<file path="config.mk">
export PLATFORM = sky130hd
export DESIGN_NAME = comp_pipe_compare_flat
export DESIGN_NICKNAME = d
export VERILOG_FILES = /design/src/rtl/comp_pipe_compare_pkg.sv /design/src/rtl/comp_pipe_compare_if.sv /design/src/rtl/comp_pipe_compare_extend_w.sv /design/src/rtl/comp_pipe_compare.sv /design/src/flat_wrapper.sv
export SDC_FILE = /design/constraint.sdc
export NUM_CORES = 1
export LEC_CHECK = 0
export CAP_MARGIN = 10
export CORE_ASPECT_RATIO = 1.2
export CORE_UTILIZATION = 48
export CTS_CLUSTER_DIAMETER = 100
export DETAILED_ROUTE_END_ITERATION = 6
export PLACE_DENSITY = 0.85
export SLEW_MARGIN = 20
export SYNTH_ARGS = -nofsm -noshare
export SYNTH_HDL_FRONTEND = slang
export SYNTH_SLANG_ARGS = --single-unit
</file>
<file path="constraint.sdc">
create_clock -name clk -period 6.6 [get_ports clk]
set_input_delay 1.32 -clock clk [delete_from_list [all_inputs] [get_ports clk]]
set_output_delay 1.32 -clock clk [all_outputs]
set_load 0.01 [all_outputs]
</file>
<file path="src/rtl/comp_pipe_compare_pkg.sv">
// Shared ALU compare definitions: default widths and the {lt, eq, gt} flag bundle
// that the branch-resolve logic also uses.
package comp_pipe_compare_pkg;

  localparam int unsigned CMP_W_DEFAULT     = 64;
  localparam int unsigned CMP_TAG_W_DEFAULT = 5;

  typedef struct packed {
    logic lt;
    logic eq;
    logic gt;
  } cmp_flags_t;

  // gt is derived so that exactly one flag is ever set.
  function automatic cmp_flags_t cmp_flags_make(input logic lt, input logic eq);
    cmp_flags_t f;
    f.lt = lt;
    f.eq = eq;
    f.gt = ~lt & ~eq;
    return f;
  endfunction

endpackage

</file>
<file path="src/rtl/comp_pipe_compare_if.sv">
// Issue/writeback handshake bundle for the pipelined compare unit.
interface comp_pipe_compare_if
  import comp_pipe_compare_pkg::*;
#(
  parameter int unsigned W     = CMP_W_DEFAULT,
  parameter int unsigned TAG_W = CMP_TAG_W_DEFAULT
);

  logic             in_valid;
  logic             in_ready;
  logic [W-1:0]     in_a;
  logic [W-1:0]     in_b;
  logic             in_ext;
  logic [TAG_W-1:0] in_tag;

  logic             out_valid;
  logic             out_ready;
  logic             out_lt;
  logic             out_eq;
  logic             out_gt;
  logic [W+1:0]     out_diff;
  logic [TAG_W-1:0] out_tag;

  modport master (
    output in_valid, in_a, in_b, in_ext, in_tag, out_ready,
    input  in_ready, out_valid, out_lt, out_eq, out_gt, out_diff, out_tag
  );

  modport slave (
    input  in_valid, in_a, in_b, in_ext, in_tag, out_ready,
    output in_ready, out_valid, out_lt, out_eq, out_gt, out_diff, out_tag
  );

endinterface

</file>
<file path="src/rtl/comp_pipe_compare_extend_w.sv">
// Widens an operand by one bit: sign-extends when ext_i is set, zero-extends otherwise.
module comp_extend_w
  import comp_pipe_compare_pkg::*;
#(
  parameter int unsigned W = CMP_W_DEFAULT
) (
  input  logic [W-1:0] din_i,
  input  logic         ext_i,
  output logic [W:0]   dout_o
);

  assign dout_o = {ext_i & din_i[W-1], din_i};

endmodule

</file>
<file path="src/rtl/comp_pipe_compare.sv">
// Two-stage pipelined magnitude comparator: S1 registers extended operands, S2 registers
// flags and difference. Valid/ready on both sides, two entries in flight, no skid buffer.
module comp_pipe_compare
  import comp_pipe_compare_pkg::*;
#(
  parameter int unsigned W     = CMP_W_DEFAULT,
  parameter int unsigned TAG_W = CMP_TAG_W_DEFAULT
) (
  input  logic                clk,
  input  logic                reset,
  comp_pipe_compare_if.slave  bus
);

  logic [W:0] a_x;
  logic [W:0] b_x;

  comp_extend_w #(.W(W)) u_ext_a (
    .din_i  (bus.in_a),
    .ext_i  (bus.in_ext),
    .dout_o (a_x)
  );

  comp_extend_w #(.W(W)) u_ext_b (
    .din_i  (bus.in_b),
    .ext_i  (bus.in_ext),
    .dout_o (b_x)
  );

  // Stage registers
  logic             s1_valid_q, s1_valid_d;
  logic [W:0]       s1_a_q, s1_a_d;
  logic [W:0]       s1_b_q, s1_b_d;
  logic [TAG_W-1:0] s1_tag_q, s1_tag_d;

  logic             s2_valid_q, s2_valid_d;
  cmp_flags_t       s2_flags_q, s2_flags_d;
  logic [W+1:0]     s2_diff_q, s2_diff_d;
  logic [TAG_W-1:0] s2_tag_q, s2_tag_d;

  logic             s2_adv;
  logic             s1_adv;
  logic             in_xfer;
  logic [W+1:0]     diff;
  logic             s1_eq;

  // in_ready is combinational from out_ready so a draining S2 frees both stages at once.
  always_comb begin
    s2_adv  = ~s2_valid_q | bus.out_ready;
    s1_adv  = ~s1_valid_q | s2_adv;
    in_xfer = bus.in_valid & s1_adv;
  end

  always_comb begin
    s1_valid_d = s1_valid_q;
    s1_a_d     = s1_a_q;
    s1_b_d     = s1_b_q;
    s1_tag_d   = s1_tag_q;
    if (s1_adv) begin
      s1_valid_d = bus.in_valid;
    end
    if (in_xfer) begin
      s1_a_d   = a_x;
      s1_b_d   = b_x;
      s1_tag_d = bus.in_tag;
    end
  end

  // One extra sign bit on each side keeps the subtraction free of overflow.
  always_comb begin
    diff  = {s1_a_q[W], s1_a_q} - {s1_b_q[W], s1_b_q};
    s1_eq = (s1_a_q == s1_b_q);
  end

  always_comb begin
    s2_valid_d = s2_valid_q;
    s2_flags_d = s2_flags_q;
    s2_diff_d  = s2_diff_q;
    s2_tag_d   = s2_tag_q;
    if (s2_adv) begin
      s2_valid_d = s1_valid_q;
    end
    if (s2_adv && s1_valid_q) begin
      s2_flags_d = cmp_flags_make(diff[W+1], s1_eq);
      s2_diff_d  = diff;
      s2_tag_d   = s1_tag_q;
    end
  end

  always_ff @(posedge clk or posedge reset) begin
    if (reset) begin
      s1_valid_q <= 1'b0;
      s1_a_q     <= '0;
      s1_b_q     <= '0;
      s1_tag_q   <= '0;
      s2_valid_q <= 1'b0;
      s2_flags_q <= '0;
      s2_diff_q  <= '0;
      s2_tag_q   <= '0;
    end else begin
      s1_valid_q <= s1_valid_d;
      s1_a_q     <= s1_a_d;
      s1_b_q     <= s1_b_d;
      s1_tag_q   <= s1_tag_d;
      s2_valid_q <= s2_valid_d;
      s2_flags_q <= s2_flags_d;
      s2_diff_q  <= s2_diff_d;
      s2_tag_q   <= s2_tag_d;
    end
  end

  assign bus.in_ready  = s1_adv;
  assign bus.out_valid = s2_valid_q;
  assign bus.out_lt    = s2_flags_q.lt;
  assign bus.out_eq    = s2_flags_q.eq;
  assign bus.out_gt    = s2_flags_q.gt;
  assign bus.out_diff  = s2_diff_q;
  assign bus.out_tag   = s2_tag_q;

endmodule

</file>
<file path="src/flat_wrapper.sv">
// flat-port wrapper written by rule: the top's interface ports become plain ports
module comp_pipe_compare_flat import comp_pipe_compare_pkg::*;
#(
  parameter int unsigned W     = CMP_W_DEFAULT,
  parameter int unsigned TAG_W = CMP_TAG_W_DEFAULT
)
  (clk, reset, bus_in_valid, bus_in_a, bus_in_b, bus_in_ext, bus_in_tag, bus_out_ready, bus_in_ready, bus_out_valid, bus_out_lt, bus_out_eq, bus_out_gt, bus_out_diff, bus_out_tag);
  comp_pipe_compare_if #(.W(W), .TAG_W(TAG_W)) bus_i ();
  input  logic clk;
  input  logic reset;
  input wire logic [$bits(bus_i.in_valid)-1:0] bus_in_valid;
  input wire logic [$bits(bus_i.in_a)-1:0] bus_in_a;
  input wire logic [$bits(bus_i.in_b)-1:0] bus_in_b;
  input wire logic [$bits(bus_i.in_ext)-1:0] bus_in_ext;
  input wire logic [$bits(bus_i.in_tag)-1:0] bus_in_tag;
  input wire logic [$bits(bus_i.out_ready)-1:0] bus_out_ready;
  output wire logic [$bits(bus_i.in_ready)-1:0] bus_in_ready;
  output wire logic [$bits(bus_i.out_valid)-1:0] bus_out_valid;
  output wire logic [$bits(bus_i.out_lt)-1:0] bus_out_lt;
  output wire logic [$bits(bus_i.out_eq)-1:0] bus_out_eq;
  output wire logic [$bits(bus_i.out_gt)-1:0] bus_out_gt;
  output wire logic [$bits(bus_i.out_diff)-1:0] bus_out_diff;
  output wire logic [$bits(bus_i.out_tag)-1:0] bus_out_tag;
  assign bus_i.in_valid = bus_in_valid;
  assign bus_i.in_a = bus_in_a;
  assign bus_i.in_b = bus_in_b;
  assign bus_i.in_ext = bus_in_ext;
  assign bus_i.in_tag = bus_in_tag;
  assign bus_i.out_ready = bus_out_ready;
  assign bus_in_ready = bus_i.in_ready;
  assign bus_out_valid = bus_i.out_valid;
  assign bus_out_lt = bus_i.out_lt;
  assign bus_out_eq = bus_i.out_eq;
  assign bus_out_gt = bus_i.out_gt;
  assign bus_out_diff = bus_i.out_diff;
  assign bus_out_tag = bus_i.out_tag;
  comp_pipe_compare #(.W(W), .TAG_W(TAG_W)) u_core (.clk(clk), .reset(reset), .bus(bus_i));
endmodule
</file>
==> qor.yml, run 1 <==
reg2reg_slack_ns: 3.06
max_slew_margin: 0.284
arrival_ns: 2.58
async_reset_ff_frac: 1.00
port_buffers: 213
hpwl_mm: 23.0
cts_setup_buffers: 0
crit_path_top_delay_cell: "clkdlybuf4s50_1"
syn2layout_area_growth_pct: 26.2
clk_path_buf_depth: 3
hp-class: "reg -> reg"
synth_ff_type: "dfrtp_1"
synth_area_leader_cell: "dfrtp_1"
grt_use_total: 0.236
die_height_um: 175
post_cts_resized: 0
first_global_vias: 10024
fin_crit_sh: 0.591
end_kind: "primary output"
setup_tns_ns: 0
diodes: 0
die_x_um: 146
clock_latency_ns: 0.52
crit_type: "in -> out"
crit_required_ns: 5.28
grt_max_degree: 116
worstMarginPinSlew_ns: 1.07
gp_congestion: 0.913
timing.final.max_slew_violations: 0
finalCriticalPeriod_ns: 3.90
io_pins: 214
synth_edf_count: 0
syn_inst: 1210
cts.hold.buffers_added: 0
first_pass_iters: 5
synth-seq-cells: 210
htree_levels: 1
wl_per_cell_um: 17.7
critical_path.cell_chain: "clkdlybuf4s50_1 > nand3b_1 > clkdlybuf4s50_1"
synth_fp_nets: 1414
final_antenna_net_count: 0
crit_path_max_incr_delay_ns: 0.58
coreArea_sq_um: 24600
total_power_uw: 5400
ys_seq_area_frac: 0.438
yosysTopAreaCellShare: 0.438
cp_common_cell: "clkdlybuf4s50_1"
synth_area_leaders: "dfrtp_1 44%, mux2_2 13%, ha_1 6.8%, nand2_1 4.5%, o21ai_0 3.7%"
root_buffer: "clkbuf_16"
yosysUniqueCellTypes: 82
grt_overflow: 0
syn_area_sq_um: 12000
num_vias: 9793
fin_area_sq_um: 15100
worstPathMaxFanout: 3
antenna_found_initial: 0
cts_tree: "built"
nets: 1600
ys.warnings.count: 0
avgSynthCellArea_sq_um: 9.91
fmax_mhz: 256
p_per_area_nw_per_um2: 357
cap_violations: 0
total_leakage_power_uw: 0.00663
grt_pass1_wl_mm: 49.2
finalSetupViolations: 0
rsz0062_at_grt: "false"
skew_ns: 0.0278
start_kind: "input port"
via_per_inst: 5.64
dieArea_sq_um: 25600
drtIter0Drc: 460
drcViolationCount: 0
drive_above_1_share: 0.145
cts.clk_slew.worst_paths_ns: 0.06
peakVddDrop_mv: 0.240
drt-total-wl_mm: 30.7
status: "finished clean"
cts_made_buffers: 23
cts_sinks: 210
start_util: 0.488
num_rows: 63
dpl_cell_area_sq_um: 14400
hold_viol: 0
## area by class of cell
type	instances	area [sq um]
multi-input cells	856	6190
inverters	87	330
well taps	325	407
flip-flops and latches	210	5260
clock inverters	11	140
fillers	1959	9460
repair buffers	218	2180
clock buffers	28	634
## registers in the layout, indices dropped and copies added (netlist names)
signal	cells
u_core.bus.out_eq	1
u_core.bus.out_valid	1
u_core.s1_a_q	65
u_core.bus.out_tag	5
u_core.bus.out_gt	1
u_core.s1_b_q	65
u_core.s1_valid_q	1
u_core.bus.out_diff	66
u_core.s1_tag_q	5
## metal layers
layer / GRT usage / routed length [um] / vias up
met5: 0 / 0 / -
met4: 0.0985 / 1110 / 0
met3: 0.0290 / 1610 / 76
met2: 0.420 / 15500 / 330
met1: 0.289 / 12400 / 4748
li1: - / - / 4639
## path summary, 6_finish.rpt
| check | from | to | cells after the start |
|---|---|---|---|
| max | bus_out_ready | bus_in_ready | 3 |
| min | u_core.bus.out_diff[11]$_DFFE_PP0P_ | u_core.bus.out_diff[11]$_DFFE_PP0P_ | 2 |
| max reg2reg | u_core.s1_a_q[0]$_DFFE_PP0P_ | u_core.bus.out_diff[42]$_DFFE_PP0P_ | 13 |
| min reg2reg | u_core.bus.out_diff[11]$_DFFE_PP0P_ | u_core.bus.out_diff[11]$_DFFE_PP0P_ | 2 |
| max in group asynchronous | reset | u_core.s1_a_q[17]$_DFFE_PP0P_ | 3 |
| min in group asynchronous | reset | u_core.s1_b_q[40]$_DFFE_PP0P_ | 2 |
## per-stage QoR
stage                     cells  worst slack (ns)  utilization  hold slack [ns]
after global placement     1696              2.74        0.584            0.444
after CTS                  1735              2.69        0.615            0.481
final                      1735              2.70        0.615            0.475
after floorplan            1210              2.55            -            0.433
after global routing       1735              2.65        0.615            0.499
after detailed placement   1696              2.73        0.584            0.463
## power breakdown
group | internal (uW) | switching, uW
Clock | 799 | 522
Sequential | 1620 | 236
Combinational | 1080 | 1150
Total | 3500 | 1900
## placed cells by master, fill, tap and decap left out, drive strengths merged, types with 18 or more instances in the layout
| cell | Yosys | final |
|---|---|---|
| nand3 | 28 | 28 |
| a21oi | 82 | 82 |
| clkbuf | 41 | 28 |
| dfrtp | 210 | 210 |
| o21ai | 102 | 102 |
| xor2 | 18 | 18 |
| nand2 | 143 | 143 |
| nor2 | 41 | 41 |
| ha | 65 | 65 |
| a21o | 22 | 22 |
| clkdlybuf4s50 | 0 | 213 |
| xnor2 | 32 | 32 |
| inv | 87 | 88 |
| mux2 | 135 | 135 |
## synth_stat cells (all sizes together), types with 9 or more instances
cell / instances
nand4: 14
o21ai: 102
a21oi: 82
inv: 87
o21bai: 14
clkbuf: 41
dfrtp: 210
mux2: 135
buf: 16
nor3: 15
nand2: 143
and3: 12
a21o: 22
o31ai: 9
nor2: 41
nand3: 28
xor2: 18
ha: 65
xnor2: 32
## logic make-up (layout without fill, tap and decap cells)
group,Yosys count,in the layout,synth area share
flip-flops,210,210,0.438
AND/OR/NAND/NOR,308,308,0.126
AO/OA/AOI/OAI,294,294,0.154
buffers and inverters,144,344,0.0476
adder cells (fa/ha/maj),66,66,0.0695
multiplexers,138,138,0.129
XOR/XNOR,50,50,0.0365
## worst max-delay path: cells and delay by family
kind	cells	cell delay [ns]
buffers and inverters	2	1.05
AND/OR/NAND/NOR	1	0.21
Note: power is estimated with default switching activity, not from simulation.
==> run 2, diff against run 1 <==
--- a/config.mk
+++ b/config.mk
@@ -7,10 +7,10 @@
 export LEC_CHECK = 0
 export CAP_MARGIN = 10
 export CORE_ASPECT_RATIO = 1.2
-export CORE_UTILIZATION = 48
+export CORE_UTILIZATION = 54
 export CTS_CLUSTER_DIAMETER = 100
 export DETAILED_ROUTE_END_ITERATION = 6
-export PLACE_DENSITY = 0.85
+export PLACE_DENSITY = 0.9
 export SLEW_MARGIN = 20
 export SYNTH_ARGS = -nofsm -noshare
 export SYNTH_HDL_FRONTEND = slang
==> constraint.sdc (replaced) <==
create_clock -name clk -period 3.9 [get_ports clk]
set_input_delay 0.78 -clock clk [delete_from_list [all_inputs] [get_ports clk]]
set_output_delay 0.78 -clock clk [all_outputs]
set_load 0.01 [all_outputs]
==> run 2 against run 1 <==
Against the previous run: non-clock buffer count rose by 2; via count up 1.3%; combinational power up 71%; clock-buffer cell count is 8 higher; critical path type is now reg -> reg; power rose by 69%; sequential power grew 69%; sequential share of layout area is 0.12 points higher; flip-flop and latch count did not move; highest routed layer unchanged; clock power rose by 67%; largest cell class unchanged; register-to-register slack worse by 2.5 ns; critical path depth grew 10; cell count is 2.8% lower.
==> qor.yml, run 2 (synthesis results as in run 1) <==
hold_viol: 0  # unchanged
setup_tns_ns: 0  # unchanged
largest_register_ffs: 66  # unchanged
p_seq_frac: 0.342  # was 0.343
antenna_found_initial: 0  # unchanged
cts_tree: "built"  # unchanged
nets: 1601  # was 1600
num_vias: 9924  # was 9793
drive_above_1_share: 0.142  # was 0.145
port_buffers: 213  # unchanged
finalSetupViolations: 0  # unchanged
fin_util: 0.695  # was 0.615
dpl_cell_area_sq_um: 14300  # was 14400 sq um
io_pins: 214  # unchanged
via_per_inst: 5.88  # was 5.64
wl_per_cell_um: 18.5  # was 17.7 um
status: "finished clean"  # unchanged
p_int_uw: 5900  # was 3500 uW
crit_path_top_delay_cell: "a211oi_1"  # was clkdlybuf4s50_1
drtIter0Drc: 639  # was 460
num_rows: 59  # was 63
switching_power_uw: 3230  # was 1900 uW
hold_slack_ns: 0.479  # was 0.475 ns
fin_crit_sh: 0.848
cts_sinks: 210  # unchanged
max_slew_margin: 0.412  # was 0.284
total_leakage_power_uw: 0.00662  # was 0.00663 uW
cp_common_cell: "inv_1"  # was clkdlybuf4s50_1
switching_share: 0.354  # was 0.353
pwr-share-clk: 0.241  # was 0.245
coreArea_sq_um: 21700  # was 24600 sq um
final_antenna_net_count: 0  # unchanged
path_buf_inv: 2  # unchanged
die_x_um: 138  # was 146 um
cts.clk_slew.worst_paths_ns: 0.06  # about the same
crit_type: "reg -> reg"  # was in -> out
reg2reg_from: "u_core.s1_a_q[0]$_DFFE_PP0P_"  # unchanged
min_from: "u_core.s1_tag_q[4]$_DFFE_PP0P_"  # was u_core.bus.out_diff[11]$_DFFE_PP0P_
worstMarginPinSlew_ns: 0.882  # was 1.07 ns
grt_pass1_wl_mm: 50.8  # was 49.2 mm
gp_congestion: 0.911  # was 0.913
grt_max_degree: 148  # was 116
fmax_mhz: 303
grt_overflow: 0  # unchanged
timing.final.max_slew_violations: 0  # unchanged
cp_top_family: "compound AO/OA/AOI/OAI gates"  # was buffers and inverters
syn2layout_area_growth_pct: 25.7  # was 26.2%
hpwl_mm: 23.1  # was 23.0 mm
start_util: 0.553  # was 0.488
layout_commonest_cell: "clkdlybuf4s50_1"  # unchanged
grt_use_total: 0.275  # was 0.236
drcViolationCount: 0  # unchanged
regArea_sq_um: 5260  # unchanged
critPathLaunch: "u_core.s1_a_q[0]$_DFFE_PP0P_"  # was bus_out_ready
fin_area_sq_um: 15100  # about the same
clock_latency_ns: 0.51  # was 0.52 ns
p_per_area_nw_per_um2: 606  # was 357 nW/um^2
start_kind: "flop"  # was input port
diodes: 0  # unchanged
first_pass_iters: 5  # unchanged
end_kind: "flop"  # was primary output
first_global_vias: 10135  # was 10024
htree_levels: 1  # unchanged
post_cts_resized: 0  # unchanged
comb_power_share: 0.418  # was 0.412
final.fill_count: 1595  # was 1959
layout_common_cells: "213 x clkdlybuf4s50_1, 210 x dfrtp_1, 141 x nand2_1"  # unchanged
root_buffer: "clkbuf_16"  # unchanged
worstPathMaxFanout: 5  # was 3
total_power_uw: 9130  # was 5400 uW
skew_ns: 0.0122  # was 0.0278 ns
dieArea_sq_um: 22800  # was 25600 sq um
cts.hold.buffers_added: 0  # unchanged
drt-total-wl_mm: 31.2  # was 30.7 mm
crit_path_max_incr_delay_ns: 0.45  # was 0.58 ns
die_height_um: 165  # was 175 um
cts_made_buffers: 22  # was 23
hp-class: "reg -> reg"  # unchanged
finalCriticalPeriod_ns: 3.31
rsz0062_at_grt: "false"  # unchanged
clk_path_buf_depth: 3  # unchanged
crit_required_ns: 4.27  # was 5.28 ns
cts_setup_buffers: 0  # unchanged
cap_violations: 0  # unchanged
multi_input_area_sq_um: 6190  # unchanged
critical_path.cell_chain: "inv_1 > ha_1 > inv_1 > fa_1 > a21oi_1 > o211ai_1 > a211oi_1 > o21ai_2 > and4_1 > or2_1 > a21oi_2 > xor2_1 > o21ai_0"  # was clkdlybuf4s50_1 > nand3b_1 > clkdlybuf4s50_1
arrival_ns: 3.67  # was 2.58 ns
peakVddDrop_mv: 0.449  # was 0.240 mV
[run 2: changes by cell type in the layout (fill, tap and decap cells not counted)]
cell	change
buf_12	+1
inv_6	-2
clkbuf_8	+2
clkinvlp_4	+1
clkbuf_1	+6
clkinv_2	-5
buf_4	+1
bufinv_16	-1
[run 2: stage by stage]
step / worst slack, ns / instances
after floorplan: 0.392 / 1210
final: 0.594 / 1687
after CTS: 0.619 / 1687
after global routing: 0.374 / 1687
after detailed placement: 0.624 / 1647
after global placement: 0.731 / 1647
[run 2: layout make-up]
cell class	count	share of cell area
Clock buffer	36	0.0454
Timing Repair Buffer	220	0.146
Multi-Input combinational cell	856	0.410
Clock inverter	4	0.00498
Tap cell	274	0.0227
Sequential cell	210	0.348
Inverter	87	0.0219
[run 2: layer usage]
| metal | global-route usage | vias to the layer above | routed length [um] |
|---|---|---|---|
| met3 | 0.0392 | 104 | 1740 |
| met1 | 0.329 | 4776 | 12300 |
| met2 | 0.491 | 398 | 15800 |
| met5 | 0 | - | 0 |
| li1 | - | 4646 | - |
| met4 | 0.125 | 0 | 1380 |
[run 2: path summary, 6_finish.rpt]
check	end	slack, ns	depth (start not counted)
min	u_core.bus.out_tag[4]$_DFFE_PP0P_	0.48	2
min in group asynchronous	u_core.s1_a_q[43]$_DFFE_PP0P_	0.82	3
max	u_core.bus.out_diff[42]$_DFFE_PP0P_	0.59	13
max in group asynchronous	u_core.s1_a_q[14]$_DFFE_PP0P_	2.37	3
max reg2reg	u_core.bus.out_diff[42]$_DFFE_PP0P_	0.59	13
min reg2reg	u_core.bus.out_tag[4]$_DFFE_PP0P_	0.48	2
[run 2: power by group through the flow]
stage               Clock, uW  Combinational, uW  Sequential [uW]
finish                   2200               3820             3120
global route             2300               4160             3180
CTS                      2240               3800             3110
detailed placement          0               3760             3150
global placement            0               3670             3110
floorplan                   0               2160             3190
[run 2: tightest hold or removal path, stage by stage (launching register included)]
cell and delay [ns]:
dfrtp_1 0.35, nand2_1 0.05, nand2_1 0.05
==> run 3, diff against run 2 <==
--- a/config.mk
+++ b/config.mk
@@ -7,10 +7,10 @@
 export LEC_CHECK = 0
 export CAP_MARGIN = 10
 export CORE_ASPECT_RATIO = 1.2
-export CORE_UTILIZATION = 54
+export CORE_UTILIZATION = 48
 export CTS_CLUSTER_DIAMETER = 100
 export DETAILED_ROUTE_END_ITERATION = 6
-export PLACE_DENSITY = 0.9
+export PLACE_DENSITY = 0.85
 export SLEW_MARGIN = 20
 export SYNTH_ARGS = -nofsm -noshare
 export SYNTH_HDL_FRONTEND = slang
==> constraint.sdc (replaced) <==
create_clock -name clk -period 2.85 [get_ports clk]
set_input_delay 0.57 -clock clk [delete_from_list [all_inputs] [get_ports clk]]
set_output_delay 0.57 -clock clk [all_outputs]
set_load 0.01 [all_outputs]
==> run 3 against run 2 <==
Against the previous run: cell area grew 8.7%; sequential power increased by 37%; cell count up 9.2%; global-route usage shrank 1.7 points; setup slack worse by 0.59 ns.
==> qor.yml, run 3 (synthesis results as in run 1) <==
clock_latency_ns: 0.52  # was 0.51 ns
drtIter0Drc: 582  # was 639
diodes: 0  # unchanged
peakVddDrop_mv: 0.614  # was 0.449 mV
finalCriticalPeriod_ns: 2.84  # was 3.31 ns
gp_congestion: 0.891  # was 0.911
root_buffer: "clkbuf_16"  # unchanged
status: "finished clean"  # unchanged
hp-class: "in -> async"  # was reg -> reg
arrival_ns: 3.25  # was 3.67 ns
first_global_vias: 10652  # was 10135
reg2reg_slack_ns: 0.008  # was 0.59 ns
drt-total-wl_mm: 34.4  # was 31.2 mm
antenna_found_initial: 0  # unchanged
reg2reg_depth: 15  # was 13
drive_above_1_share: 0.242  # was 0.142
timing.final.max_slew_violations: 0  # unchanged
die_height_um: 175  # was 165 um
grt_pass1_wl_mm: 53.2  # was 50.8 mm
cts.clk_slew.worst_paths_ns: 0.07  # was 0.06 ns
skew_ns: 0.0208  # was 0.0122 ns
end_kind: "flop"  # unchanged
final.fill_count: 1816  # was 1595
first_pass_iters: 5  # unchanged
max_slew_margin: 0.552  # was 0.412
final_antenna_net_count: 0  # unchanged
largest_register_ffs: 66  # unchanged
final_cells: 1843  # was 1687
hold_viol: 0  # unchanged
worstMarginPinSlew_ns: 0.667  # was 0.882 ns
io_pins: 214  # unchanged
finalSetupViolations: 0  # unchanged
crit_required_ns: 3.25  # was 4.27 ns
total_leakage_power_uw: 0.00718  # was 0.00662 uW
fin_crit_sh: 0.997  # was 0.848
grt_max_degree: 79  # was 148
num_vias: 10482  # was 9924
dieArea_sq_um: 25600  # was 22800 sq um
rsz0062_at_grt: "true"  # was false
port_buffers: 213  # unchanged
p_per_area_nw_per_um2: 810  # was 606 nW/um^2
cts_sinks: 210  # unchanged
wl_per_cell_um: 18.7  # was 18.5 um
grt_use_total: 0.258  # was 0.275
cap_violations: 0  # unchanged
cts_tree: "built"  # unchanged
via_per_inst: 5.69  # was 5.88
start_kind: "flop"  # unchanged
dp_cells: 1790  # was 1647
grt_overflow: 0  # unchanged
syn2layout_area_growth_pct: 36.6  # was 25.7%
layout_commonest_cell: "clkdlybuf4s50_1"  # unchanged
crit_type: "reg -> reg"  # unchanged
total_power_uw: 13300  # was 9130 uW
hpwl_mm: 25.0  # was 23.1 mm
htree_levels: 1  # unchanged
layout_common_cells: "213 x clkdlybuf4s50_1, 210 x dfrtp_1, 140 x nand2_1"  # was 213 x clkdlybuf4s50_1, 210 x dfrtp_1, 141 x nand2_1
worstPathMaxFanout: 3  # was 5
coreArea_sq_um: 24600  # was 21700 sq um
clk_path_buf_depth: 3  # unchanged
fin_area_sq_um: 16400  # was 15100 sq um
fmax_mhz: 352  # was 303 MHz
reg2reg_from: "u_core.s1_a_q[0]$_DFFE_PP0P_"  # unchanged
die_x_um: 146  # was 138 um
nets: 1708  # was 1601
num_rows: 63  # was 59
reg2reg_to: "u_core.bus.out_diff[60]$_DFFE_PP0P_"  # was u_core.bus.out_diff[42]$_DFFE_PP0P_
cts_made_buffers: 23  # was 22
drcViolationCount: 0  # unchanged
dpl_cell_area_sq_um: 15100  # was 14300 sq um
start_util: 0.488  # was 0.553
## run 3: stage by stage
| step | TNS [ns] | utilization | hold WS, ns | setup slack [ns] |
|---|---|---|---|---|
| detailed placement | -2.25 | 0.615 | 0.456 | -0.171 |
| floorplan | -94.12 | - | 0.433 | -0.448 |
| global placement | -0.183 | 0.615 | 0.441 | -0.0389 |
| finish | 0 | 0.667 | 0.322 | 0.00790 |
| global route | -0.544 | 0.667 | 0.336 | -0.0858 |
| CTS | 0 | 0.648 | 0.314 | 0.00705 |
## run 3: timing repair
item / 4_1_cts / 5_1_grt
endpoints found under the setup margin: 26 / 38
resized for setup: 18 / 77
pin swaps: 13 / 40
buffers inserted: 3 / 11
hold buffers: 0 / 0
## run 3: layout make-up
type / instances / area (sq um) / area share
inverter: 87 / 330 / 0.0202
multi-input combinational: 856 / 6640 / 0.405
tap: 325 / 407 / 0.0248
clock buffer: 34 / 667 / 0.0407
timing repair buffer: 326 / 3070 / 0.187
clock inverter: 5 / 31.3 / 0.00191
sequential: 210 / 5260 / 0.321
## run 3: power breakdown
part	switching [uW]	internal (uW)
registers	522	3750
logic	3110	3080
clock network	1210	1610
total	4840	8440
## run 3: worst max-delay path, stage by stage, from the launching register on
cell      delay [ns]
dfrtp_1         0.40
inv_2           0.07
ha_4            0.13
inv_2           0.04
fa_2            0.36
a21oi_2         0.19
o211ai_1        0.19
a21oi_1         0.20
buf_4           0.14
nor2_4          0.05
o31ai_4         0.24
buf_6           0.14
nand3_4         0.10
a21oi_4         0.20
mux2i_1         0.22
nor2_1          0.06
## run 3: layer usage
metal | up-vias | global-route usage | part of all wire
li1 | 4853 | - | -
met1 | 5137 | 0.308 | 0.39
met2 | 386 | 0.460 | 0.51
met3 | 106 | 0.0337 | 0.048
met4 | 0 | 0.120 | 0.047
met5 | - | 0 | 0
## run 3: worst max path at each step
| stage | slack, ns | from | endpoint |
|---|---|---|---|
| after floorplan | -0.45 | reset | u_core.bus.out_diff[0]$_DFFE_PP0P_ |
| after global placement | -0.04 | u_core.s1_a_q[0]$_DFFE_PP0P_ | u_core.bus.out_diff[62]$_DFFE_PP0P_ |
| after detailed placement | -0.17 | u_core.s1_a_q[0]$_DFFE_PP0P_ | u_core.bus.out_diff[60]$_DFFE_PP0P_ |
| after CTS | 0.007 | u_core.s1_a_q[0]$_DFFE_PP0P_ | u_core.bus.out_diff[62]$_DFFE_PP0P_ |
| after global routing | -0.09 | u_core.s1_a_q[0]$_DFFE_PP0P_ | u_core.bus.out_diff[60]$_DFFE_PP0P_ |
| final | 0.008 | u_core.s1_a_q[0]$_DFFE_PP0P_ | u_core.bus.out_diff[60]$_DFFE_PP0P_ |
